`config.mk`:
```
export PLATFORM = sky130hd
export DESIGN_NAME = hash_core_arbiter
export DESIGN_NICKNAME = d
export VERILOG_FILES = /design/src/rtl/hash_core_arbiter.sv
export SDC_FILE = /design/constraint.sdc
export NUM_CORES = 1
export LEC_CHECK = 0
export ABC_AREA = 0
export CAP_MARGIN = 5
export CORE_MARGIN = 2
export CORE_UTILIZATION = 51
export DETAILED_ROUTE_END_ITERATION = 10
export HOLD_SLACK_MARGIN = 0.06
export PLACE_DENSITY = 0.91
export SETUP_SLACK_MARGIN = 0.4
export SYNTH_ARGS = -nofsm -noshare
export SYNTH_HDL_FRONTEND = slang
export SYNTH_SLANG_ARGS = --single-unit
```
`constraint.sdc`:
```
create_clock -name clk -period 3.8 [get_ports clk]
set_clock_uncertainty 0.1 [all_clocks]
set_input_delay 0.38 -clock clk [delete_from_list [all_inputs] [get_ports clk]]
set_output_delay 0.38 -clock clk [all_outputs]
set_load 0.01 [all_outputs]
```
`src/rtl/hash_core_arbiter.sv`:
```
// Round-robin arbiter that lends one shared byte-serial hash core to NREQ requesters.
// Optional stall timeout with zero padding and abort: define HASH_ARB_TIMEOUT_EN.
module hash_core_arbiter #(
  parameter int unsigned NREQ        = 2,
  parameter int unsigned LEN_W       = 64,
  parameter int unsigned TIMEOUT_CYC = 16
) (
  input  logic                    clk,
  input  logic                    rst_n,
  input  logic [NREQ-1:0]         req_valid,
  input  logic [NREQ*LEN_W-1:0]   req_len,
  input  logic [NREQ-1:0]         byte_valid,
  input  logic [NREQ*8-1:0]       byte_data,
  output logic [NREQ-1:0]         byte_ready,
  output logic [NREQ-1:0]         grant,
  output logic [NREQ-1:0]         done,
  output logic [NREQ-1:0]         abort,
  output logic [31:0]             digest_out,
  output logic                    core_m_valid,
  output logic [7:0]              core_message,
  output logic [LEN_W-1:0]        core_counter,
  input  logic                    core_hash_ready,
  input  logic [31:0]             core_digest
);

  localparam int unsigned PTR_W = $clog2(NREQ);

  if (NREQ < 2 || NREQ > 4 || TIMEOUT_CYC < 1) begin : g_param_check
    $error("hash_core_arbiter: unsupported parameter set");
  end

  typedef enum logic [2:0] {StIdle, StLoad, StStream, StWait, StDone} state_e;

  state_e             state_q;
  logic [PTR_W-1:0]   ptr_q;
  logic [LEN_W-1:0]   remaining_q;
  logic               seen_low_q;

  logic [PTR_W-1:0]   win_idx;
  int unsigned        cand;
  logic [LEN_W-1:0]   sel_len;
  logic [7:0]         sel_byte;
  logic               emit;
  logic [7:0]         emit_byte;

`ifdef HASH_ARB_TIMEOUT_EN
  localparam int unsigned STALL_W = $clog2(TIMEOUT_CYC + 1);
  logic [STALL_W-1:0] stall_q;
  logic               pad_q;
  logic               aborted_q;
`else
  assign abort = '0;
`endif

  // Search from ptr+1 upwards with wrap; iterating backwards lets the nearest candidate win.
  always_comb begin
    win_idx = ptr_q;
    cand    = 0;
    for (int unsigned k = NREQ; k >= 1; k--) begin
      cand = (32'(ptr_q) + k) % NREQ;
      if (req_valid[cand]) win_idx = PTR_W'(cand);
    end
  end

  always_comb begin
    sel_len   = req_len[LEN_W*int'(ptr_q) +: LEN_W];
    sel_byte  = byte_data[8*int'(ptr_q) +: 8];
    emit      = byte_valid[ptr_q] & byte_ready[ptr_q];
    emit_byte = sel_byte;
`ifdef HASH_ARB_TIMEOUT_EN
    if (pad_q) begin
      emit      = 1'b1;
      emit_byte = 8'h00;
    end
`endif
  end

  always_ff @(posedge clk) begin
    if (!rst_n) begin
      state_q      <= StIdle;
      ptr_q        <= PTR_W'(NREQ - 1);
      remaining_q  <= '0;
      seen_low_q   <= 1'b0;
      grant        <= '0;
      done         <= '0;
      byte_ready   <= '0;
      digest_out   <= '0;
      core_m_valid <= 1'b0;
      core_message <= '0;
      core_counter <= '0;
`ifdef HASH_ARB_TIMEOUT_EN
      abort        <= '0;
      stall_q      <= '0;
      pad_q        <= 1'b0;
      aborted_q    <= 1'b0;
`endif
    end else begin
      core_m_valid <= 1'b0;
      done         <= '0;
`ifdef HASH_ARB_TIMEOUT_EN
      abort        <= '0;
`endif
      unique case (state_q)
        StIdle: begin
          if (|req_valid) begin
            grant   <= NREQ'(1) << win_idx;
            ptr_q   <= win_idx;
            state_q <= StLoad;
          end
        end
        StLoad: begin
          core_counter <= sel_len;
          remaining_q  <= sel_len;
          seen_low_q   <= 1'b0;
`ifdef HASH_ARB_TIMEOUT_EN
          stall_q      <= '0;
          pad_q        <= 1'b0;
          aborted_q    <= 1'b0;
`endif
          if (sel_len == '0) begin
            // Core still needs one strobe to finalise an empty message.
            core_m_valid <= 1'b1;
            core_message <= 8'h00;
            state_q      <= StWait;
          end else begin
            byte_ready <= grant;
            state_q    <= StStream;
          end
        end
        StStream: begin
          if (emit) begin
            core_m_valid <= 1'b1;
            core_message <= emit_byte;
            remaining_q  <= remaining_q - LEN_W'(1);
`ifdef HASH_ARB_TIMEOUT_EN
            stall_q      <= '0;
`endif
            if (remaining_q == LEN_W'(1)) begin
              byte_ready <= '0;
              state_q    <= StWait;
            end
          end
`ifdef HASH_ARB_TIMEOUT_EN
          else if (stall_q == STALL_W'(TIMEOUT_CYC - 1)) begin
            byte_ready <= '0;
            pad_q      <= 1'b1;
            aborted_q  <= 1'b1;
          end else begin
            stall_q <= stall_q + STALL_W'(1);
          end
`endif
        end
        StWait: begin
          // Only a low-to-high edge seen inside WAIT completes the message.
          if (!core_hash_ready) begin
            seen_low_q <= 1'b1;
          end else if (seen_low_q) begin
`ifdef HASH_ARB_TIMEOUT_EN
            if (aborted_q) begin
              abort <= grant;
            end else begin
              done       <= grant;
              digest_out <= core_digest;
            end
`else
            done       <= grant;
            digest_out <= core_digest;
`endif
            state_q <= StDone;
          end
        end
        StDone: begin
          grant   <= '0;
          state_q <= StIdle;
        end
        default: state_q <= StIdle;
      endcase
    end
  end

endmodule

```
==> flow_summary.toml, run 1 <==
[outcome]
status = "complete, no violations"

[power_and_ir_drop]
power.share.clock = 0.253
intPower_uw = 4210
power_frac_comb = 0.405
power_density_nw_per_um2 = 551
power.switching_uw = 2930
vdd_drop_max_mv = 0.368
sequentialPowerShare = 0.342
p_leak_uw = 0.00476
p_sw_frac = 0.411

[setup_path]
rr_startpoint = "ptr_q$_SDFFE_PN1P_"
critPathLaunchType = "register"
r2r_slack_ns = 0.78
timing.rr.end = "core_message[1]$_SDFFE_PN0P_"
slowest_stage = "dfxtp_4"
r2r_cells = 6
crit_chain = "mux2i_1 -> nand4_1 -> nor2_1 -> o2111ai_1 -> nand2_1 -> mux2i_1"
cp_common_cell = "mux2i_1"
critical-path-max-stage-delay_ns = 0.79
required_ns = 4.07
endpoint_kind = "register"
path_class = "reg -> reg"
cp_max_fo = 46
worstPathBufferInverterCount = 0
arrival_ns = 3.29
critical_path.top_delay_family = "simple AND/OR/NAND/NOR gates"

[floorplan]
core_um2 = 17800
ios = 296
fp.dieArea_um2 = 19200
die_w_um = 139
initial_core_util = 0.518
row_count = 49
fp.dieH_um = 139

[clock_network]
clk_path_buf_depth = 2
path_clk_slew_ns = 0.08
numCtsBuffers = 17
post_cts.repair.setup_buffers = 0
worstSkewPairLatency_ns = 0.45
cts_sinks = 180
post_cts_resized = 0
htreeDepth = 4
cts_tree = "done"
holdBufCountCts = 0
cts-root-buf = "clkbuf_16"

[synthesis]
yosys_warnings = 0
synth-edff-count = 0
netlist_area_um2 = 9240
ys_seq_elements = 180
synth_seq_area_share = 0.390
synthCells = 1174
syn_area_per_cell_um2 = 7.87
synthFlopType = "dfxtp_1"
ys_async_sr_fraction = 0
ys_types = 72

[final_layout]
layout_commonest_cell = "clkdlybuf4s50_1"
fillers = 1372
mostFrequentLayoutCells = "clkdlybuf4s50_1 (293), dfxtp_1 (179), nor2_1 (162)"
regArea_um2 = 3610
drive_above_1_share = 0.0755
layout.nets = 1615
multiInputGateArea_um2 = 5280
areaGrowthSynthToFinish_pct = 40.4

[grt]
grt_pass1_vias = 9769
track_usage = 0.380
grt-ovfl-total = 0
grt_max_degree = 71
grt_pass1_wl_um = 57100
grt_antenna_before_repair = 2

[placed_design]
routabilityCongestion = 0.992
port_buffers = 293
place_hpwl_um = 28300
pre_cts_ws_ns = 0.897

[detailed_routing]
via_per_inst = 6.35
drt_iter0_drc = 1156
dr.pass1.iters = 7
num_vias = 10600
drc = 0
ant_nets = 0
routed_wirelength_um = 37800
routedWlPerCell_um = 22.6

[sta]
slew_headroom = 0.431
rsz0062_at_grt = "no"
period_needed_ns = 3.02
fin_crit_sh = 0.795
setup_viol = 0
setup-tns-final_ns = 0
fmaxAchievable_mhz = 331
finalMaxSlewViolations = 0
worstMarginPinSlew_ns = 0.845
hold_viol = 0
fin_ws_ns = 0.781

[hold_path]
holdPathEnd = "digest_out[29]$_SDFFE_PN0P_"
whs_path_depth = 2
hp-start = "digest_out[29]$_SDFFE_PN0P_"
hold_path.class = "reg -> reg"

[flow_run]
cap_viol_max_count = 0
-- power groups by stage --
stage | Sequential [uW] | Combinational, uW | Clock [uW]
2_1_floorplan | 2430 | 1670 | 0
4_1_cts | 2430 | 2820 | 1800
6_report | 2450 | 2900 | 1800
5_1_grt | 2480 | 3100 | 1870
3_5_place_dp | 2480 | 2810 | 0
3_3_place_gp | 2460 | 2780 | 0
-- metal layers --
| metal | up-vias | routed length (um) | track usage |
|---|---|---|---|
| li1 | 4832 | - | - |
| met1 | 4908 | 14400 | 0.487 |
| met2 | 751 | 17100 | 0.599 |
| met3 | 145 | 4250 | 0.0894 |
| met4 | 0 | 2060 | 0.198 |
| met5 | - | 0 | 0 |
-- logic make-up (layout without fill, tap and decap cells) --
kind of cell | after synthesis | in the layout | synth area share
and+or+nand+nor | 512 | 512 | 0.268
AOI/OAI and AO/OA | 297 | 297 | 0.201
DFF | 180 | 180 | 0.390
buffers and inverters | 94 | 362 | 0.0402
muxes | 88 | 88 | 0.0978
adders and majority gates | 2 | 2 | 0.00271
other | 1 | 4 | 0.000406
-- worst register-to-register path: stages, from the launching register on --
cell       delay (ns)
dfxtp_4          0.79
mux2i_1          0.59
nand4_1          0.16
nor2_1           0.36
o2111ai_1        0.26
nand2_1          0.43
mux2i_1          0.25
-- area by class of cell --
type                    count  area share
diodes                      2    0.000386
multi-input cells         901       0.407
inverters                   7     0.00222
repair buffers            323       0.243
flip-flops and latches    180       0.278
clock buffers              17      0.0328
well taps                 229      0.0221
clock inverters            15      0.0138
-- registers in the layout (all words and copies together), names as in the netlist --
signal / count
remaining_q: 64
byte_ready: 2
ptr_q: 1
digest_out: 32
core_counter: 64
state_q: 3
seen_low_q: 1
core_m_valid: 1
core_message: 8
grant: 2
done: 2
-- synth_stat cells, drive strengths merged, types with 12 or more instances --
library cell,instances,share of area
a21oi,106,0.057
nand4,17,0.012
o21ai,53,0.029
clkbuf,72,0.029
a31oi,15,0.010
a211oi,51,0.041
mux2i,70,0.076
mux2,18,0.022
nor2,165,0.067
nand2,149,0.061
o22ai,12,0.0081
nor4,50,0.038
or4,16,0.014
nor3,45,0.025
buf,15,0.0081
dfxtp,180,0.39
nand3,24,0.014
-- worst max path at each step --
stage | from | end | slack (ns) | cells after the start
finish | ptr_q$_SDFFE_PN1P_ | core_message[1]$_SDFFE_PN0P_ | 0.78 | 6
global route | ptr_q$_SDFFE_PN1P_ | core_message[6]$_SDFFE_PN0P_ | 0.64 | 6
CTS | remaining_q[6]$_SDFFE_PN0P_ | remaining_q[62]$_SDFFE_PN0P_ | 0.94 | 6
detailed placement | req_len[52] | core_message[1]$_SDFFE_PN0P_ | 0.90 | 7
global placement | req_len[118] | core_message[6]$_SDFFE_PN0P_ | 0.92 | 7
floorplan | remaining_q[18]$_SDFFE_PN0P_ | remaining_q[62]$_SDFFE_PN0P_ | 1.24 | 7
-- per-stage QoR --
step	std cells	hold WS, ns	util	instance area (um2)	total power [uW]
2_1_floorplan	1175	0.355	-	9240	4100
3_3_place_gp	1640	0.341	0.693	12400	5240
3_5_place_dp	1640	0.347	0.693	12400	5280
4_1_cts	1672	0.357	0.727	13000	7060
5_1_grt	1674	0.375	0.727	13000	7450
6_report	1674	0.357	0.727	13000	7150
No activity file was read; power rests on OpenSTA's default activity.
==> inputs of run 2 (changes only) <==
--- a/config.mk
+++ b/config.mk
@@ -8,10 +8,10 @@
 export ABC_AREA = 0
 export CAP_MARGIN = 5
 export CORE_MARGIN = 2
-export CORE_UTILIZATION = 51
+export CORE_UTILIZATION = 42
 export DETAILED_ROUTE_END_ITERATION = 10
 export HOLD_SLACK_MARGIN = 0.06
-export PLACE_DENSITY = 0.91
+export PLACE_DENSITY = 0.81
 export SETUP_SLACK_MARGIN = 0.4
 export SYNTH_ARGS = -nofsm -noshare
 export SYNTH_HDL_FRONTEND = slang
==> constraint.sdc (replaced) <==
create_clock -name clk -period 2.5 [get_ports clk]
set_clock_uncertainty 0.1 [all_clocks]
set_input_delay 0.25 -clock clk [delete_from_list [all_inputs] [get_ports clk]]
set_output_delay 0.25 -clock clk [all_outputs]
set_load 0.01 [all_outputs]
==> run 2 against run 1 <==
  * The run now ends with setup timing left
  * Sequential power rose by 50%
  * Fmax rose by 18%
  * Count of clock-buffer cells in the layout did not move
  * Worst setup slack got worse by 0.85 ns
  * Utilization fell by 2.9 points
  * Hold slack got worse by 0.24 ns
  * Critical endpoint is now remaining_q[63]$_SDFFE_PN0P_
  * Largest cell class unchanged
  * Largest power group unchanged
==> flow_summary.toml, run 2 (synthesis gave the netlist of run 1 again) <==
[outcome]
status = "complete, but fails checks"
violations = "setup timing"

[grt]
grt-ovfl-total = 0
track_usage = 0.342
grt_max_degree = 76
met2_usage = 0.555
grt_pass1_vias = 10700
use_met1 = 0.434
grt_antenna_before_repair = 0
grt_util_met3 = 0.0859
grt.busiest_layer = "met2"
grt_pass1_wl_um = 62700

[detailed_routing]
via_per_inst = 6.14
ant_nets = 0
routedWlPerCell_um = 22.7
num_vias = 11400
drt_iter0_drc = 1501
dr.pass1.iters = 8
routed_wirelength_um = 42200
drc = 0

[placed_design]
pre_cts_ws_ns = -0.526
placedCellCount = 1789
place_hpwl_um = 30500
routabilityCongestion = 1.02
port_buffers = 293

[final_layout]
drive_above_1_share = 0.227
layout_commonest_cell = "clkdlybuf4s50_1"
instances_no_fill = 1859
fillers = 1621
layout.nets = 1750
reg_top3 = "core_counter: 64 flops, remaining_q: 64 flops, digest_out: 32 flops"
areaGrowthSynthToFinish_pct = 64.0
mostFrequentLayoutCells = "clkdlybuf4s50_1 (292), dfxtp_1 (170), nor2_1 (158)"

[setup_path]
cp_max_fo = 4
required_ns = 2.77
path_class = "reg -> reg"
critPathLaunchType = "register"
arrival_ns = 2.83
endpoint_kind = "register"

[sta]
rsz0062_at_grt = "yes"
setup_viol = 6
finalMaxSlewViolations = 0
fmaxAchievable_mhz = 390
period_needed_ns = 2.57
fin_ws_ns = -0.0652
setup-tns-final_ns = -0.220
worstMarginPinSlew_ns = 0.665
fin_crit_sh = 1.03
hold_viol = 0
whs_ns = 0.118
slew_headroom = 0.557

[floorplan]
fp.dieArea_um2 = 23200
initial_core_util = 0.426
core_um2 = 21700
die_w_um = 152
row_count = 54
fp.dieH_um = 152
ios = 296

[clock_network]
cts_sinks = 180
numCtsBuffers = 17
holdBufCountCts = 0
cts_tree = "done"
path_clk_slew_ns = 0.08
cts-root-buf = "clkbuf_16"
worstSkewPairLatency_ns = 0.45
clk_path_buf_depth = 2
htreeDepth = 4

[power_and_ir_drop]
power_density_nw_per_um2 = 869
p_leak_uw = 0.00569
vdd_drop_max_mv = 0.532

[hold_path]
hold_path.class = "in -> reg"

[flow_run]
cap_viol_max_count = 0
[run 2: cell count changes in the layout (fill, tap and decap cells not counted), moves of 13 or more]
| cell | previous run | this run |
|---|---|---|
| buf_4 | 30 | 126 |
| nor4_1 | 46 | 23 |
| nor3_1 | 43 | 26 |
| o21ai_1 | 1 | 14 |
| nor4_4 | 2 | 16 |
| o21ai_0 | 52 | 35 |
| buf_6 | 0 | 28 |
[run 2: path summary, 6_finish.rpt]
path                            slack, ns  cells after the start                           from                       endpoint
worst min-delay path                 0.12                      2                          rst_n             ptr_q$_SDFFE_PN1P_
worst max-delay path                -0.07                      7   remaining_q[12]$_SDFFE_PN0P_   remaining_q[63]$_SDFFE_PN0P_
worst max register to register      -0.07                      7   remaining_q[12]$_SDFFE_PN0P_   remaining_q[63]$_SDFFE_PN0P_
worst min register to register       0.36                      2  core_counter[16]$_SDFFE_PN0P_  core_counter[16]$_SDFFE_PN0P_
[run 2: per-stage QoR]
stage	utilization	area [um2]	total power, uW
global route	0.698	15100	13600
finish	0.699	15200	13200
floorplan	-	9360	6360
CTS	0.679	14700	12400
global placement	0.614	13300	8740
detailed placement	0.614	13300	8830
[run 2: metal layers]
layer  vias to the layer above  wire (um)  share of wire
met4                         0       1920          0.046
met3                       131       4670           0.11
met5                         -          0              0
met2                       753      19600           0.46
met1                      5429      16000           0.38
li1                       5101          -              -
[run 2: where the power goes]
group          switching (uW)  internal, uW
combinational            3700          3030
clock                    1410          1350
sequential                397          3280
total                    5510          7660
[run 2: critical path, cell delays in order, from the launching register on]
cell and delay, ns:
dfxtp_2 0.32, or4_4 0.55, nor4_4 0.31, nand4_1 0.15
buf_6 0.17, or3_4 0.33, or4_4 0.41, a31oi_1 0.14
[run 2: cell type report]
cell class / count / area, um2 / share of cell area
Clock buffer: 17 / 425 / 0.0281
Timing Repair Buffer: 458 / 4400 / 0.290
Antenna cell: 1 / 2.50 / 0.000165
Sequential cell: 180 / 3620 / 0.239
Multi-Input combinational cell: 901 / 6150 / 0.406
Tap cell: 280 / 350 / 0.0231
Inverter: 7 / 28.8 / 0.00190
Clock inverter: 15 / 171 / 0.0113
[run 2: repair_timing]
item                                    4_1_cts  5_1_grt
buffers inserted                             18       19
pin swaps                                    57       42
endpoints found under the setup margin       64       71
resized for setup                           136       59
